File: config.mk
export PLATFORM = sky130hd
export DESIGN_NAME = rate_meter_flat
export DESIGN_NICKNAME = d
export VERILOG_FILES = /design/src/rtl/rate_meter_if.sv /design/src/rtl/rate_meter.sv /design/src/flat_wrapper.sv
export SDC_FILE = /design/constraint.sdc
export NUM_CORES = 1
export LEC_CHECK = 0
export CELL_PAD_IN_SITES_DETAIL_PLACEMENT = 2
export CELL_PAD_IN_SITES_GLOBAL_PLACEMENT = 2
export CORE_ASPECT_RATIO = 0.75
export CORE_MARGIN = 10
export CORE_UTILIZATION = 30
export CTS_CLUSTER_DIAMETER = 50
export CTS_CLUSTER_SIZE = 28
export DETAILED_ROUTE_END_ITERATION = 8
export DONT_BUFFER_PORTS = 1
export PLACE_DENSITY_LB_ADDON = 0.3
export RECOVER_POWER = 25
export REMOVE_ABC_BUFFERS = 1
export SETUP_SLACK_MARGIN = 0.1
export SYNTH_ARGS = -nofsm -noshare
export SYNTH_HDL_FRONTEND = slang
export SYNTH_SLANG_ARGS = --single-unit
File: constraint.sdc
create_clock -name ClockIn -period 4.91 [get_ports ClockIn]
set_clock_uncertainty 0.2 [all_clocks]
set_input_delay 0.7365 -clock ClockIn [delete_from_list [all_inputs] [get_ports ClockIn]]
set_output_delay 0.7365 -clock ClockIn [all_outputs]
set_load 0.005 [all_outputs]
File: src/rtl/rate_meter_if.sv
// Result channel of the rate meter: averaged period with valid/ready.
// The meter drives through master, the consumer sits on slave.
interface rate_meter_if #(
   parameter int PW = 10
);
   logic [PW-1:0] Period;
   logic          PeriodValid;
   logic          PeriodReady;

   modport master (
      output Period,
      output PeriodValid,
      input  PeriodReady
   );

   modport slave (
      input  Period,
      input  PeriodValid,
      output PeriodReady
   );
endinterface

File: src/rtl/rate_meter.sv
// Measures cycles between rising edges of PulseIn, averages 2^AVG_LOG2
// periods and offers the result on a valid/ready channel.
module rate_meter #(
   parameter int SYNC_STAGES = 2,
   parameter int MAX_PERIOD  = 1023,
   parameter int AVG_LOG2    = 2
) (
   input  logic         ClockIn,
   input  logic         resetn,
   input  logic         PulseIn,
   input  logic         Clear,
   rate_meter_if.master po,
   output logic         Timeout,
   output logic         Overrun,
   output logic         Locked
);
   localparam int PW = $clog2(MAX_PERIOD + 1);
   localparam int AW = PW + AVG_LOG2;
   localparam int GW = AVG_LOG2 + 1;
   localparam logic [PW-1:0] MAXP  = PW'(MAX_PERIOD);
   localparam logic [GW-1:0] GLAST = GW'((1 << AVG_LOG2) - 1);

   typedef enum logic {S_IDLE, S_MEAS} state_t;

   logic synced;
   logic dly_d, dly_q;
   logic pulse_edge;

   generate
      if (SYNC_STAGES == 0) begin : g_nosync
         assign synced = PulseIn;
      end else begin : g_sync
         logic [SYNC_STAGES-1:0] sync_d, sync_q;
         always_comb sync_d = SYNC_STAGES'({sync_q, PulseIn});
         always_ff @(posedge ClockIn or negedge resetn)
            if (!resetn) sync_q <= '0;
            else         sync_q <= sync_d;
         assign synced = sync_q[SYNC_STAGES-1];
      end
   endgenerate

   // The delay flop belongs to the synchronizer, so Clear leaves it alone.
   always_comb dly_d = synced;
   always_ff @(posedge ClockIn or negedge resetn)
      if (!resetn) dly_q <= 1'b0;
      else         dly_q <= dly_d;

   assign pulse_edge = synced & ~dly_q;

   state_t        state_d, state_q;
   logic [PW-1:0] cnt_d, cnt_q;
   logic [AW-1:0] acc_d, acc_q;
   logic [GW-1:0] grp_d, grp_q;
   logic [PW-1:0] res_d, res_q;
   logic          res_vld_d, res_vld_q;
   logic [PW-1:0] period_d, period_q;
   logic          pvld_d, pvld_q;
   logic          tmo_d, tmo_q;
   logic          ovr_d, ovr_q;
   logic          lock_d, lock_q;
   logic [AW-1:0] sum_w;

   assign sum_w = acc_q + AW'(cnt_q);

   always_comb begin
      state_d   = state_q;
      cnt_d     = cnt_q;
      acc_d     = acc_q;
      grp_d     = grp_q;
      res_d     = res_q;
      res_vld_d = 1'b0;
      period_d  = period_q;
      pvld_d    = pvld_q;
      tmo_d     = tmo_q;
      ovr_d     = ovr_q;
      lock_d    = lock_q;

      unique case (state_q)
         S_IDLE: begin
            if (pulse_edge) begin
               cnt_d   = PW'(1);
               tmo_d   = 1'b0;
               state_d = S_MEAS;
            end
         end
         S_MEAS: begin
            if (pulse_edge) begin
               cnt_d = PW'(1);
               if (grp_q == GLAST) begin
                  res_d     = PW'(sum_w >> AVG_LOG2);
                  res_vld_d = 1'b1;
                  acc_d     = '0;
                  grp_d     = '0;
               end else begin
                  acc_d = sum_w;
                  grp_d = grp_q + GW'(1);
               end
            end else if (cnt_q == MAXP) begin
               tmo_d   = 1'b1;
               lock_d  = 1'b0;
               cnt_d   = '0;
               acc_d   = '0;
               grp_d   = '0;
               state_d = S_IDLE;
            end else begin
               cnt_d = cnt_q + PW'(1);
            end
         end
         default: state_d = S_IDLE;
      endcase

      // Output slot: a pending result loads unless the slot is held.
      if (pvld_q && po.PeriodReady) pvld_d = 1'b0;
      if (res_vld_q) begin
         if (!pvld_q || po.PeriodReady) begin
            period_d = res_q;
            pvld_d   = 1'b1;
            lock_d   = 1'b1;
         end else begin
            ovr_d = 1'b1;
         end
      end

      if (Clear) begin
         state_d   = S_IDLE;
         cnt_d     = '0;
         acc_d     = '0;
         grp_d     = '0;
         res_d     = '0;
         res_vld_d = 1'b0;
         period_d  = '0;
         pvld_d    = 1'b0;
         tmo_d     = 1'b0;
         ovr_d     = 1'b0;
         lock_d    = 1'b0;
      end
   end

   always_ff @(posedge ClockIn or negedge resetn) begin
      if (!resetn) begin
         state_q   <= S_IDLE;
         cnt_q     <= '0;
         acc_q     <= '0;
         grp_q     <= '0;
         res_q     <= '0;
         res_vld_q <= 1'b0;
         period_q  <= '0;
         pvld_q    <= 1'b0;
         tmo_q     <= 1'b0;
         ovr_q     <= 1'b0;
         lock_q    <= 1'b0;
      end else begin
         state_q   <= state_d;
         cnt_q     <= cnt_d;
         acc_q     <= acc_d;
         grp_q     <= grp_d;
         res_q     <= res_d;
         res_vld_q <= res_vld_d;
         period_q  <= period_d;
         pvld_q    <= pvld_d;
         tmo_q     <= tmo_d;
         ovr_q     <= ovr_d;
         lock_q    <= lock_d;
      end
   end

   assign po.Period      = period_q;
   assign po.PeriodValid = pvld_q;
   assign Timeout        = tmo_q;
   assign Overrun        = ovr_q;
   assign Locked         = lock_q;
endmodule

File: src/flat_wrapper.sv
// flat-port wrapper written by rule: the top's interface ports become plain ports
module rate_meter_flat 
#(
   parameter int SYNC_STAGES = 2,
   parameter int MAX_PERIOD  = 1023,
   parameter int AVG_LOG2    = 2
)
  (ClockIn, resetn, PulseIn, Clear, Timeout, Overrun, Locked, po_Period, po_PeriodValid, po_PeriodReady);
  rate_meter_if #(.PW(10)) po_i ();
  input  logic ClockIn;
  input  logic resetn;
  input  logic PulseIn;
  input  logic Clear;
  output logic Timeout;
  output logic Overrun;
  output logic Locked;
  output wire logic [$bits(po_i.Period)-1:0] po_Period;
  output wire logic [$bits(po_i.PeriodValid)-1:0] po_PeriodValid;
  input wire logic [$bits(po_i.PeriodReady)-1:0] po_PeriodReady;
  assign po_Period = po_i.Period;
  assign po_PeriodValid = po_i.PeriodValid;
  assign po_i.PeriodReady = po_PeriodReady;
  rate_meter #(.SYNC_STAGES(SYNC_STAGES), .MAX_PERIOD(MAX_PERIOD), .AVG_LOG2(AVG_LOG2)) u_core (.ClockIn(ClockIn), .resetn(resetn), .PulseIn(PulseIn), .Clear(Clear), .po(po_i), .Timeout(Timeout), .Overrun(Overrun), .Locked(Locked));
endmodule
Word-level counts from Yosys, hierarchy flattened
Index checks and enable logic that the tools add are counted.
Widths: inputs -> output; s select.
{"block": "word_totals", "ff_bits": 54, "input_bits": 5, "output_inout_bits": 14, "elab_cells": 88}
{"block": "classes", "n_addsub": 3, "eq_ne": 6, "mux": 49, "n_bitwise": 3, "n_reduce_logical": 14}
{"cell": "$mux 10", "n": 11}
{"cell": "$mux 12", "n": 5}
{"cell": "$mux 1", "n": 25}
{"cell": "$pmux 10 s2", "n": 1}
{"cell": "$mux 3", "n": 5}
{"cell": "$add 12x10->12", "n": 1}
{"cell": "$add 10x1->10 const B", "n": 1}
{"cell": "$eq 10x10->1 const B", "n": 1}
{"cell": "$reduce_bool 2->1", "n": 5}
{"cell": "$ne 3x3->1 const B", "n": 2}
{"cell": "$reduce_and 2->1", "n": 3}
{"cell": "$reduce_and 3->1", "n": 2}
{"cell": "$pmux 1 s2", "n": 2}
{"cell": "$add 3x1->3 const B", "n": 1}
{"cell": "$eq 3x2->1 const B", "n": 1}
{"cell": "$ne 3x2->1 const B", "n": 1}
{"cell": "$reduce_bool 3->1", "n": 1}
{"cell": "$ne 2x2->1 const B", "n": 1}
{"cell": "$not 1->1", "n": 2}
{"cell": "$and 1x1->1", "n": 1}
{"cell": "$logic_and 1x1->1", "n": 1}
{"cell": "$logic_not 1->1", "n": 1}
{"cell": "$logic_or 1x1->1", "n": 1}

Logic depth before layout (Yosys ltp)
{"block": "depth", "word_depth": 7, "depth_mapped": 7}

Least setup slack after synthesis
No wires, ideal clock.
{"block": "synth_path", "path_kind": "flip-flop to flip-flop", "start": "register u_core.cnt_q[0]", "end": "register u_core.acc_q[10]", "setup_ps": 87, "arrival_ps": 1953, "required_ps": 4623, "slack_ps": 2670, "path_stages_with_launch": 8, "synth_period_minus_slack_ps": 2240, "path_cell_list": "dfrtp_1 ha_1 fa_1 a211oi_1 o21a_1 o211ai_1 a211o_1 o211ai_1"}
{"block": "synth_via", "elab_chain_len": 5}
{"item": "start: declaration", "line": "rate_meter.sv:51", "source": "logic [PW-1:0] cnt_d, cnt_q;"}
{"item": "start signal: assignment", "line": "rate_meter.sv:154", "source": "cnt_q <= cnt_d;"}
{"item": "$add 12x10->12", "line": "rate_meter.sv:63", "source": "assign sum_w = acc_q + AW'(cnt_q);"}
{"item": "$mux 12", "line": "rate_meter.sv:89", "source": "if (grp_q == GLAST) begin"}
{"item": "$mux 12", "line": "rate_meter.sv:87", "source": "if (pulse_edge) begin"}
{"item": "$mux 12", "line": "rate_meter.sv:78", "source": "unique case (state_q)"}
{"item": "$mux 12", "line": "rate_meter.sv:124", "source": "if (Clear) begin"}
{"item": "end signal: assignment", "line": "rate_meter.sv:143", "source": "acc_q <= '0;"}
{"item": "end signal: assignment", "line": "rate_meter.sv:155", "source": "acc_q <= acc_d;"}
{"item": "end: declaration", "line": "rate_meter.sv:52", "source": "logic [AW-1:0] acc_d, acc_q;"}
Several ways; a longest one is shown, not always the timed one. The select of a mux whose other input is x is not followed.
A chain may end at the register's enable or synchronous reset.

Worst setup path after layout
Same ends and word-level chain as after synthesis.

==> impl_results.md <==
- Outcome: finished clean
- Actual slew at the worst max-slew pin: 0.807 ns
- Post-DP HPWL: between 5000 and 6000 um
- Data arrival, critical path: roughly 2.5 ns
- Initial core utilization: between 30% and 40%
- Largest stage delay, worst path: 0.44 ns
- Worst-Skew Late Latency: approximately 0.3 ns
- Via density per instance: 5.57
- Setup_tns: 0 ns
- Sequential element share of the synthesized area: between 40% and 50%
- Area of the multi-input gates: around 0.0013 mm2
- Fillers: approximately 920
- First-pass GRT wire length: approximately 12,000 um
- CP most frequent cell: o211ai_1
- GR Util All Layers: 11.7%
- Grt ovf: 0
- RSZ-0062 raised after global routing: false
- Via count: about 2,000
- Number of core rows: 29
- PortBufs: 0
- Period utilization: between 50% and 60%
- Ports: 19
- DP Worst Slack: ~2.4 ns
- Sequential share of power: roughly half
- CTS root buf: clkbuf_16
- Sw frac: 22.8%
- Clk sinks: 54
- Hold Fails Final Rpt: 0
- Register area: about 0.0014 mm2
- DRT iter0 DRCs: roughly 170
- Synth top area cells: dfrtp_1 (50%), a22o_1 (8.4%), ha_1 (5.5%)
- Crit path launch type: flop
- Initial antenna violation count: 0
- Clk pwr share: approximately 47%
- CTS Buf Count: 5
- Routed Antenna Nets: 0
- Nets: 270
- Crit end category: flop
- Crit path required time: slightly below 5 ns
- Syn_area_per_cell: 10.8 um2
- Number of enable flip-flop cells after synthesis: 0
- H-tree levels: 2
- Highest-delay cell along the critical path: dfrtp_1
- CP Max Fanout: 6
- Worst setup margin: 2.44 ns
- DRT Pass-1 Iters: 4
- Diodes inserted: 0
- Gpl congestion: 0.798
- Synth Warn #: 0
- PwrDens: between 200 and 300 mW/mm2
- Synth top area share: about half
- Largest net degree at the start of global routing: between 50 and 60
- Clock tree buffer depth: 2
- Dominant synthesized flop cell: dfrtp_1
- Max VDD drop: ~0.11 mV
- Setup-failing EPs final: 0
- Number of distinct library cells after synthesis: 47
- Vias in the first global route: 2,155
- Fin. max-slew vios: 0
- Synthesized flop and latch total: between 50 and 60
- Hold Crit Class: primary input to async pin
- Crit-path cells: ha_1 > fa_1 > a211oi_1 > o21a_1 > o211ai_1 > a211o_1 > o211ai_1
- Post-Syn Area: about 0.0027 mm2
- Chip height: 102 um
- Peak Freq: 0.405 GHz
- Logic pwr share: roughly 3.5%
- Dominant cell type by area after synthesis: dfrtp_1
- Area Growth Syn to Fin: 11.5%
- Crit path time final: between 2 and 2.5 ns
- Die W: ~130 um
- Post-Syn Instances: approximately 250
- Pint: about 0.70 mW
- Share of synthesized flip-flops with an asynchronous set or reset: 100%
- Die area: approximately 0.013 mm2
- Reg clk slew, reported paths: roughly 0.08 ns
- Routed WL: 7210 um
- Leakage: roughly 1.4 nW
- CORE AREA: between 0.008 and 0.009 mm2
- Slew margin rel.: 46.2%
- Drt drc: 0
- P_sw: around 0.21 mW
- MaxCap Viol Count: 0
- Wire per inst: 20.0 um
- WP buf/inv: 0
- Crit Path Category: flop to flop
- Layout cell share with drive strength beyond 1: between 9 and 10%
- PostCTS Resize Cnt: 0
- CTS tree: built
- CP top delay family: compound AO/OA/AOI/OAI gates
## Yosys cell counts (all sizes together) (2+ instances only)
| master | n |
|---|---|
| nor3 | 6 |
| nand3b | 4 |
| a211o | 3 |
| o21ai | 12 |
| nor3b | 3 |
| nand2b | 4 |
| a21o | 4 |
| o21a | 4 |
| a21oi | 17 |
| nand2 | 18 |
| inv | 5 |
| a22o | 26 |
| ha | 12 |
| o211ai | 3 |
| xnor2 | 6 |
| or3 | 3 |
| nor2 | 16 |
| clkbuf | 7 |
| a22oi | 3 |
| xor2 | 6 |
| nor2b | 5 |
| o31ai | 2 |
| o22ai | 2 |
| and3 | 2 |
| dfrtp | 54 |
| buf | 2 |
| nand4 | 2 |
| nand3 | 10 |
## worst reg2reg max path, delay by kind of cell (launching register included)
| family | cells | cell delay, ns |
|---|---|---|
| fa+ha+maj | 2 | 0.69 |
| compound gates | 5 | 1.05 |
| flops | 1 | 0.44 |
## state kept, by name, indices dropped and copies added (netlist names)
| register | flops |
|---|---|
| u_core.acc_q | 12 |
| u_core.cnt_q | 10 |
| u_core.po.Period | 10 |
| u_core.res_q | 10 |
| u_core.grp_q | 3 |
| u_core.g_sync.sync_q | 2 |
| u_core.Locked | 1 |
| u_core.Overrun | 1 |
| u_core.Timeout | 1 |
| u_core.dly_q | 1 |
| u_core.po.PeriodValid | 1 |
| u_core.res_vld_q | 1 |
| u_core.state_q | 1 |
## cells in the final DEF, fill, tap and decap left out, drive strengths merged, types with 10 or more instances in the layout
cell type	count
dfrtp	54
a22o	26
nand2	18
a21oi	17
nor2	16
ha	12
o21ai	12
nand3	10
## worst paths after layout
kind / end / from / cells past startpoint / slack [ns]
setup / recovery: u_core.acc_q[10] / u_core.cnt_q[0] / 7 / 2.44
hold / removal: u_core.acc_q[8] / resetn / 1 / 0.1
setup reg to reg: u_core.acc_q[10] / u_core.cnt_q[0] / 7 / 2.44
hold reg to reg: u_core.g_sync.sync_q[1] / u_core.g_sync.sync_q[0] / 0 / 0.16
max in group asynchronous: u_core.cnt_q[6] / resetn / 1 / 4.16
min in group ClockIn: u_core.g_sync.sync_q[1] / u_core.g_sync.sync_q[0] / 0 / 0.16
## power groups by stage
| stage | clock (mW) | combinational, mW | sequential, mW |
|---|---|---|---|
| 2_1_floorplan | 0 | 0.0143 | 0.461 |
| 3_3_place_gp | 0 | 0.0205 | 0.462 |
| 3_5_place_dp | 0 | 0.0213 | 0.463 |
| 4_1_cts | 0.435 | 0.0332 | 0.454 |
| 5_1_grt | 0.460 | 0.0368 | 0.455 |
| 6_report | 0.422 | 0.0319 | 0.454 |
## cells by family (layout without fill, tap and decap cells)
logic type | Yosys count | count (layout) | share of synthesized area (%)
compound gates | 83 | 83 | 23.3
xor+xnor | 12 | 12 | 3.87
fa+ha+maj | 13 | 13 | 6.26
buf+inv | 14 | 16 | 2.16
flops | 54 | 54 | 49.7
mux | 1 | 1 | 0.415
simple gates | 74 | 74 | 14.2
## timing repair
action / 4_1_cts / 5_1_grt
hold buffers: 1 / 0
setup buffers: 0 / 0
endpoints found under the hold margin: 54 / 0
## final cells by class
class | instances | share of cell area (%)
clock buffers | 5 | 4.13
well taps | 108 | 4.46
repair buffers | 3 | 1.40
clock inverters | 3 | 1.61
flip-flops and latches | 54 | 44.6
multi-input cells | 183 | 43.1
inverters | 5 | 0.620
## metrics by stage
step           instance area, um2  power, mW  hold WS [ns]  instances  utilization [%]
6_report                     3030      0.907        0.0973        361             35.1
3_3_place_gp                 2830      0.483         0.133        352             32.7
5_1_grt                      3030      0.951         0.100        361             35.1
3_5_place_dp                 2830      0.484         0.146        352             32.7
4_1_cts                      3030      0.923         0.108        361             35.1
2_1_floorplan                2680      0.475         0.131        242                -
## metal layers
metal  routed length [um]  vias to the layer above  share of wire (%)  global-route usage (%)
li1                     -                      928                  -                       -
met1                 3800                     1049                 53                    17.4
met2                 2990                       26                 41                    16.5
met3                  381                        9                5.3                    3.26
met4                   36                        0               0.50                    2.33
met5                    0                        -                  0                       0
(Power assumes the default switching activity.)
